File: src/rtl/afifo_wr_capture_if.sv
// Purpose: bundles the monitored FIFO write port and the capture-buffer read side.
// Latency: none, signal container only.
// Backpressure: cap_ready from the consumer holds the capture head in place.
interface afifo_wr_capture_if #(
  parameter int DATA_WIDTH = 8,
  parameter int CAP_DEPTH  = 8,
  parameter int SEQ_WIDTH  = 16
);
  localparam int LW = $clog2(CAP_DEPTH) + 1;

  // monitored write port and consumer handshake
  logic                  en;
  logic                  winc;
  logic                  wfull;
  logic [DATA_WIDTH-1:0] wdata;
  logic                  cap_ready;

  // capture head, occupancy and statistics
  logic                  cap_valid;
  logic [DATA_WIDTH-1:0] cap_data;
  logic                  cap_rej;
  logic [SEQ_WIDTH-1:0]  cap_seq;
  logic [LW-1:0]         cap_level;
  logic [SEQ_WIDTH-1:0]  acc_cnt;
  logic [SEQ_WIDTH-1:0]  rej_cnt;
  logic [SEQ_WIDTH-1:0]  lost_cnt;
  logic                  lost_flag;

  modport master (
    output en, winc, wfull, wdata, cap_ready,
    input  cap_valid, cap_data, cap_rej, cap_seq, cap_level,
    input  acc_cnt, rej_cnt, lost_cnt, lost_flag
  );

  modport slave (
    input  en, winc, wfull, wdata, cap_ready,
    output cap_valid, cap_data, cap_rej, cap_seq, cap_level,
    output acc_cnt, rej_cnt, lost_cnt, lost_flag
  );
endinterface

File: src/rtl/afifo_wr_capture.sv
// Purpose: snoops a FIFO write port, logs write events with sequence numbers into a FWFT buffer, keeps statistics.
// Latency: an event sampled at one edge is on cap_* after that edge when the buffer was empty.
// Backpressure: cap_ready low holds the head; events arriving with the buffer full and no pop are dropped and counted.
module afifo_wr_capture #(
  parameter int DATA_WIDTH = 8,
  parameter int CAP_DEPTH  = 8,
  parameter int SEQ_WIDTH  = 16,
  parameter int MODE       = 0
) (
  input  logic              wclk,
  input  logic              wrst,
  afifo_wr_capture_if.slave bus
);
  localparam int AW = $clog2(CAP_DEPTH);
  localparam int LW = AW + 1;
  localparam logic [SEQ_WIDTH-1:0] CNT_MAX = '1;
  localparam logic [LW-1:0] LVL_FULL = LW'(CAP_DEPTH);
  localparam bit LOG_REJECTS = (MODE == 1);

  typedef struct packed {
    logic                  rej;
    logic [SEQ_WIDTH-1:0]  seq;
    logic [DATA_WIDTH-1:0] dat;
  } entry_t;

  entry_t               mem [CAP_DEPTH];
  entry_t               head;
  entry_t               new_entry;
  logic [AW-1:0]        wr_ptr;
  logic [AW-1:0]        rd_ptr;
  logic [LW-1:0]        level;
  logic [SEQ_WIDTH-1:0] seq_cnt;
  logic [SEQ_WIDTH-1:0] acc_cnt;
  logic [SEQ_WIDTH-1:0] rej_cnt;
  logic [SEQ_WIDTH-1:0] lost_cnt;
  logic                 lost_flag;

  logic acc_evt;
  logic rej_evt;
  logic evt;
  logic pop;
  logic push;
  logic drop;

  // Classify the current write attempt and decide whether it fits in the buffer.
  always_comb begin
    acc_evt       = 1'b0;
    rej_evt       = 1'b0;
    evt           = 1'b0;
    pop           = 1'b0;
    push          = 1'b0;
    drop          = 1'b0;
    new_entry     = '0;
    if (!wrst) begin
      acc_evt = bus.en && bus.winc && !bus.wfull;
      rej_evt = bus.en && bus.winc && bus.wfull;
      evt     = acc_evt || (LOG_REJECTS && rej_evt);
      pop     = (level != '0) && bus.cap_ready;
      // a pop at the same edge frees the slot, so a full buffer still accepts
      push    = evt && ((level != LVL_FULL) || pop);
      drop    = evt && !push;
    end
    new_entry.dat = bus.wdata;
    new_entry.seq = seq_cnt;
    new_entry.rej = LOG_REJECTS && bus.wfull;
  end

  // Buffer storage: new events land at the tail; contents are qualified by level, so no reset.
  always_ff @(posedge wclk) begin
    if (push) mem[wr_ptr] <= new_entry;
  end

  // Pointers and occupancy; pointers wrap naturally since the depth is a power of two.
  always_ff @(posedge wclk) begin
    if (wrst) begin
      wr_ptr <= '0;
      rd_ptr <= '0;
      level  <= '0;
    end else begin
      if (push) wr_ptr <= wr_ptr + 1'b1;
      if (pop)  rd_ptr <= rd_ptr + 1'b1;
      case ({push, pop})
        2'b10:   level <= level + 1'b1;
        2'b01:   level <= level - 1'b1;
        default: level <= level;
      endcase
    end
  end

  // Sequence numbering wraps; statistics counters saturate.
  always_ff @(posedge wclk) begin
    if (wrst) begin
      seq_cnt   <= '0;
      acc_cnt   <= '0;
      rej_cnt   <= '0;
      lost_cnt  <= '0;
      lost_flag <= 1'b0;
    end else begin
      if (evt) seq_cnt <= seq_cnt + 1'b1;
      if (acc_evt && (acc_cnt != CNT_MAX)) acc_cnt <= acc_cnt + 1'b1;
      if (rej_evt && (rej_cnt != CNT_MAX)) rej_cnt <= rej_cnt + 1'b1;
      if (drop) begin
        lost_flag <= 1'b1;
        if (lost_cnt != CNT_MAX) lost_cnt <= lost_cnt + 1'b1;
      end
    end
  end

  assign head          = mem[rd_ptr];
  assign bus.cap_valid = (level != '0);
  assign bus.cap_data  = head.dat;
  assign bus.cap_rej   = head.rej;
  assign bus.cap_seq   = head.seq;
  assign bus.cap_level = level;
  assign bus.acc_cnt   = acc_cnt;
  assign bus.rej_cnt   = rej_cnt;
  assign bus.lost_cnt  = lost_cnt;
  assign bus.lost_flag = lost_flag;
endmodule

File: src/flat_wrapper.sv
// flat-port wrapper written by rule: the top's interface ports become plain ports
module afifo_wr_capture_flat 
#(
  parameter int DATA_WIDTH = 8,
  parameter int CAP_DEPTH  = 8,
  parameter int SEQ_WIDTH  = 16,
  parameter int MODE       = 0
)
  (wclk, wrst, bus_en, bus_winc, bus_wfull, bus_wdata, bus_cap_ready, bus_cap_valid, bus_cap_data, bus_cap_rej, bus_cap_seq, bus_cap_level, bus_acc_cnt, bus_rej_cnt, bus_lost_cnt, bus_lost_flag);
  afifo_wr_capture_if #(.DATA_WIDTH(DATA_WIDTH), .CAP_DEPTH(CAP_DEPTH), .SEQ_WIDTH(SEQ_WIDTH)) bus_i ();
  input  logic wclk;
  input  logic wrst;
  input wire logic [$bits(bus_i.en)-1:0] bus_en;
  input wire logic [$bits(bus_i.winc)-1:0] bus_winc;
  input wire logic [$bits(bus_i.wfull)-1:0] bus_wfull;
  input wire logic [$bits(bus_i.wdata)-1:0] bus_wdata;
  input wire logic [$bits(bus_i.cap_ready)-1:0] bus_cap_ready;
  output wire logic [$bits(bus_i.cap_valid)-1:0] bus_cap_valid;
  output wire logic [$bits(bus_i.cap_data)-1:0] bus_cap_data;
  output wire logic [$bits(bus_i.cap_rej)-1:0] bus_cap_rej;
  output wire logic [$bits(bus_i.cap_seq)-1:0] bus_cap_seq;
  output wire logic [$bits(bus_i.cap_level)-1:0] bus_cap_level;
  output wire logic [$bits(bus_i.acc_cnt)-1:0] bus_acc_cnt;
  output wire logic [$bits(bus_i.rej_cnt)-1:0] bus_rej_cnt;
  output wire logic [$bits(bus_i.lost_cnt)-1:0] bus_lost_cnt;
  output wire logic [$bits(bus_i.lost_flag)-1:0] bus_lost_flag;
  assign bus_i.en = bus_en;
  assign bus_i.winc = bus_winc;
  assign bus_i.wfull = bus_wfull;
  assign bus_i.wdata = bus_wdata;
  assign bus_i.cap_ready = bus_cap_ready;
  assign bus_cap_valid = bus_i.cap_valid;
  assign bus_cap_data = bus_i.cap_data;
  assign bus_cap_rej = bus_i.cap_rej;
  assign bus_cap_seq = bus_i.cap_seq;
  assign bus_cap_level = bus_i.cap_level;
  assign bus_acc_cnt = bus_i.acc_cnt;
  assign bus_rej_cnt = bus_i.rej_cnt;
  assign bus_lost_cnt = bus_i.lost_cnt;
  assign bus_lost_flag = bus_i.lost_flag;
  afifo_wr_capture #(.DATA_WIDTH(DATA_WIDTH), .CAP_DEPTH(CAP_DEPTH), .SEQ_WIDTH(SEQ_WIDTH), .MODE(MODE)) u_core (.wclk(wclk), .wrst(wrst), .bus(bus_i));
endmodule
File: config.mk
export PLATFORM = sky130hd
export DESIGN_NAME = afifo_wr_capture_flat
export DESIGN_NICKNAME = d
export VERILOG_FILES = /design/src/rtl/afifo_wr_capture_if.sv /design/src/rtl/afifo_wr_capture.sv /design/src/flat_wrapper.sv
export SDC_FILE = /design/constraint.sdc
export NUM_CORES = 1
export LEC_CHECK = 0
export BUFFER_PORTS_ARGS = -buffer_cell sky130_fd_sc_hd__buf_2
export CAP_MARGIN = 0
export CELL_PAD_IN_SITES_DETAIL_PLACEMENT = 0
export CELL_PAD_IN_SITES_GLOBAL_PLACEMENT = 2
export CORE_ASPECT_RATIO = 0.7
export CORE_MARGIN = 2
export CORE_UTILIZATION = 45
export DETAILED_ROUTE_END_ITERATION = 7
export HOLD_SLACK_MARGIN = 0.03
export PLACE_DENSITY_LB_ADDON = 0.1
export SLEW_MARGIN = 20
export SYNTH_ARGS = -nofsm -noshare
export SYNTH_HDL_FRONTEND = slang
export SYNTH_SLANG_ARGS = --single-unit
File: constraint.sdc
create_clock -name wclk -period 8.4 [get_ports wclk]
set_input_delay 1.68 -clock wclk [delete_from_list [all_inputs] [get_ports wclk]]
set_output_delay 1.68 -clock wclk [all_outputs]
set_load 0.05 [all_outputs]
==> metrics.cfg <==
[placed_design]
gp_congestion = 0.7480
io_buffers = 91
post_dp_cell_area_um2 = 11670
hpwl_mm = 12.71

[clocking]
postCtsSetupRepairBufs = 0
ctsHoldBuffers = 0
clk_pin_slew_ps = 60
insertion_delay_ps = 530
cts_made_buffers = 27
clk_path_buf_depth = 3
cts_root_buf = clkbuf_16
cts_tree = yes
ctsResizeCount = 0
htree_levels = 1
cts_sinks = 270

[power_and_ir_drop]
vdd.ir_drop.worst_mv = 0.1730
cellInternalPower_mw = 2.195
powerDensity_nw_per_um2 = 218.2
swShare = 0.2036
pwr-share-seq = 0.518
p_leak_nw = 4.221
p_sw_uw = 561.3
pwr-share-clk = 0.452
comb_power_share = 0.030

[route]
ant_nets = 0
avgViaCountPerCell = 5.292
wire_per_inst_um = 18.81
wl_met1_mm = 10.15
drcViolationCount = 0
vias = 6059
routed.top_layer = met4
wirelength_mm = 21.54
route.met2.wl_mm = 10.01
dr.pass1.iters = 4
wl_met3_um = 989
drt-initial-drc-count = 336

[timing]
setup_viol = 0
tightestPinTransition_ps = 1013
fin_crit_sh = 0.5127
finalHoldViolCount = 0
fin_setup_tns_ps = 0
max_slew_margin = 0.3157
drv_slew = 0
clock_skew_ps = 14.84
rsz0062_at_grt = no
finalCriticalPeriod_ps = 4306
max_freq_mhz = 232.2

[grt]
gr-total-overflow = 0
grt_pass1_vias = 5942
grt_max_degree = 49
grt_usage = 0.1735
grt_pass1_wl_mm = 34.25
antenna_found_initial = 0

[setup_path]
critPathRequiredTime_ps = 6720
crit_path_max_fanout = 28
cp-start-kind = flop
reg2reg_to = u_core.bus.cap_level[2]$_SDFFE_PP0P_
cp.arrival_ps = 2630
reg2reg_depth = 10
rr_startpoint = u_core.bus.cap_level[0]$_SDFFE_PP0P_
regToRegSetupSlack_ps = 5690
worst_setup_path_end_kind = primary output
path_class = reg -> out

[yosys]
synth.distinct_cells = 47
async_reset_ff_frac = 0
synthMuxAreaShare = 0.1317
synth_edf_count = 192
synth_area_per_cell_um2 = 15.43
yosys_warnings = 0
synth-seq-cells = 270
ys_seq_area_frac = 0.6782
synth_top_family_by_area = multiplexers
synth_compound_area_frac = 0.01529
yosys.area_share.xor_xnor = 0.04702
synth_ff_type = edfxtp_1
synthCells = 700
synth_adder_area_share = 0.01042
netlist_area_um2 = 10800
yosys.area_share.simple = 0.1038
synth_fp_nets = 723

[floorplanning]
fp.dieW_um = 189.2
io_pins = 93
core_um2 = 23580
fp.dieH_um = 133.6
die_area_um2 = 25280
start_util = 0.4582
rows = 47

[finish]
nets = 829
num_antenna_cells = 0
finalInstanceArea_um2 = 12630
drive_gt1_frac = 0.2854
syn2layout_area_growth_pct = 16.92

[flow_run]
cap_violations = 0

[hold_path]
hold_class = reg -> reg
hold_start = u_core.bus.lost_cnt[15]$_SDFFE_PP0P_
hold_path_depth = 2
min_to = u_core.bus.lost_cnt[15]$_SDFFE_PP0P_

[outcome]
status = complete, no violations

cells in the final DEF, fill, tap and decap left out, types with 3 or more instances in the layout:
cell and instances:
edfxtp_1 192, buf_2 91, nor2_1 78, dfxtp_1 76, mux4_2 48, xnor2_1 32, nand2_1 30, clkbuf_16 27
xor2_1 26, mux2_2 25, nand3_1 21, nand4_1 18, buf_4 13, a21oi_1 12, nor3_1 12, o21ai_0 10
nor4_1 9, ha_1 9, nand2b_1 7, and3_1 7, or3_1 7, inv_1 6, mux2i_1 6, clkinv_1 6
nor3_2 5, and4_1 5, bufinv_16 5, clkinv_2 5, nor2_2 3, nor3b_1 3
registers in the layout, indices dropped and copies added, names as in the netlist, named ones only:
signal / flops
u_core.bus.acc_cnt: 16
u_core.wr_ptr: 3
u_core.bus.rej_cnt: 16
u_core.mem: 192
u_core.rd_ptr: 3
u_core.bus.lost_flag: 1
u_core.bus.lost_cnt: 16
u_core.seq_cnt: 16
u_core.bus.cap_level: 4
cell families (layout without fill, tap and decap cells):
kind of cell               Yosys count  in the layout
muxes                               79             79
DFF                                270            270
xor gates and xnor gates            58             58
other                                1              1
and+or+nand+nor                    220            220
AOI/OAI and AO/OA                   29             29
buffers and inverters               34            161
adders and majority gates            9              9
critical path: stages, from the launching register on:
cell and delay (ps):
dfxtp_4 730, buf_12 290, mux4_2 560, mux2_2 280, buf_2 210
Yosys cell counts, drive strengths merged (12+ instances only):
master,n,area (µm²)
xor2,26,227.7
nand2,30,112.6
a21oi,12,60.06
nor3,17,90.09
clkbuf,19,71.32
nand4,18,112.6
mux2,25,281.5
dfxtp,78,1562
nor2,81,304.0
mux4,48,1081
nand3,22,122.6
xnor2,32,280.3
edfxtp,192,5766
worst max-delay path by stage:
stage / startpoint / end / slack [ps] / depth (start not counted)
floorplan: wrst / u_core.mem[0][0]$_DFFE_PP_ / 3080 / 5
global placement: wrst / u_core.bus.cap_level[2]$_SDFFE_PP0P_ / 3900 / 11
detailed placement: wrst / u_core.bus.cap_level[2]$_SDFFE_PP0P_ / 3870 / 11
CTS: flop / bus_cap_seq[1] / 3890 / 3
global route: flop / bus_cap_seq[11] / 3900 / 4
finish: flop / bus_cap_seq[11] / 4090 / 4
area by class of cell:
| type | count | area [µm²] |
|---|---|---|
| multi-input cells | 396 | 3374 |
| well taps | 318 | 397.9 |
| fillers | 1925 | 10950 |
| repair buffers | 105 | 573.1 |
| flip-flops and latches | 270 | 7332 |
| clock buffers | 28 | 679.4 |
| inverters | 6 | 22.52 |
| clock inverters | 22 | 252.7 |
power groups by stage:
| stage | Combinational (mW) | Sequential [mW] | Clock [mW] |
|---|---|---|---|
| 2_1_floorplan | 0.0632 | 1.45 | 0 |
| 3_3_place_gp | 0.0792 | 1.46 | 0 |
| 3_5_place_dp | 0.0801 | 1.46 | 0 |
| 4_1_cts | 0.0804 | 1.43 | 1.28 |
| 5_1_grt | 0.0895 | 1.43 | 1.33 |
| 6_report | 0.0836 | 1.43 | 1.25 |
stage by stage:
step / cells / setup WS (ps) / hold slack [ps] / power [mW] / util
final: 1145 / 4094 / 501.8 / 2.757 / 0.5357
after CTS: 1144 / 3892 / 502.5 / 2.791 / 0.5345
after global placement: 1094 / 3896 / 479.4 / 1.539 / 0.4950
after floorplan: 700 / 3079 / 489.3 / 1.518 / -
after detailed placement: 1094 / 3866 / 491.9 / 1.540 / 0.4950
after global routing: 1145 / 3898 / 548.5 / 2.848 / 0.5357
layer usage:
| layer | GRT usage | vias to the layer above |
|---|---|---|
| met2 | 0.2717 | 123 |
| met4 | 0.04253 | 0 |
| met1 | 0.2570 | 3023 |
| met3 | 0.02582 | 26 |
| li1 | - | 2887 |
| met5 | 0 | - |
Power figures use the tool's default switching activity.
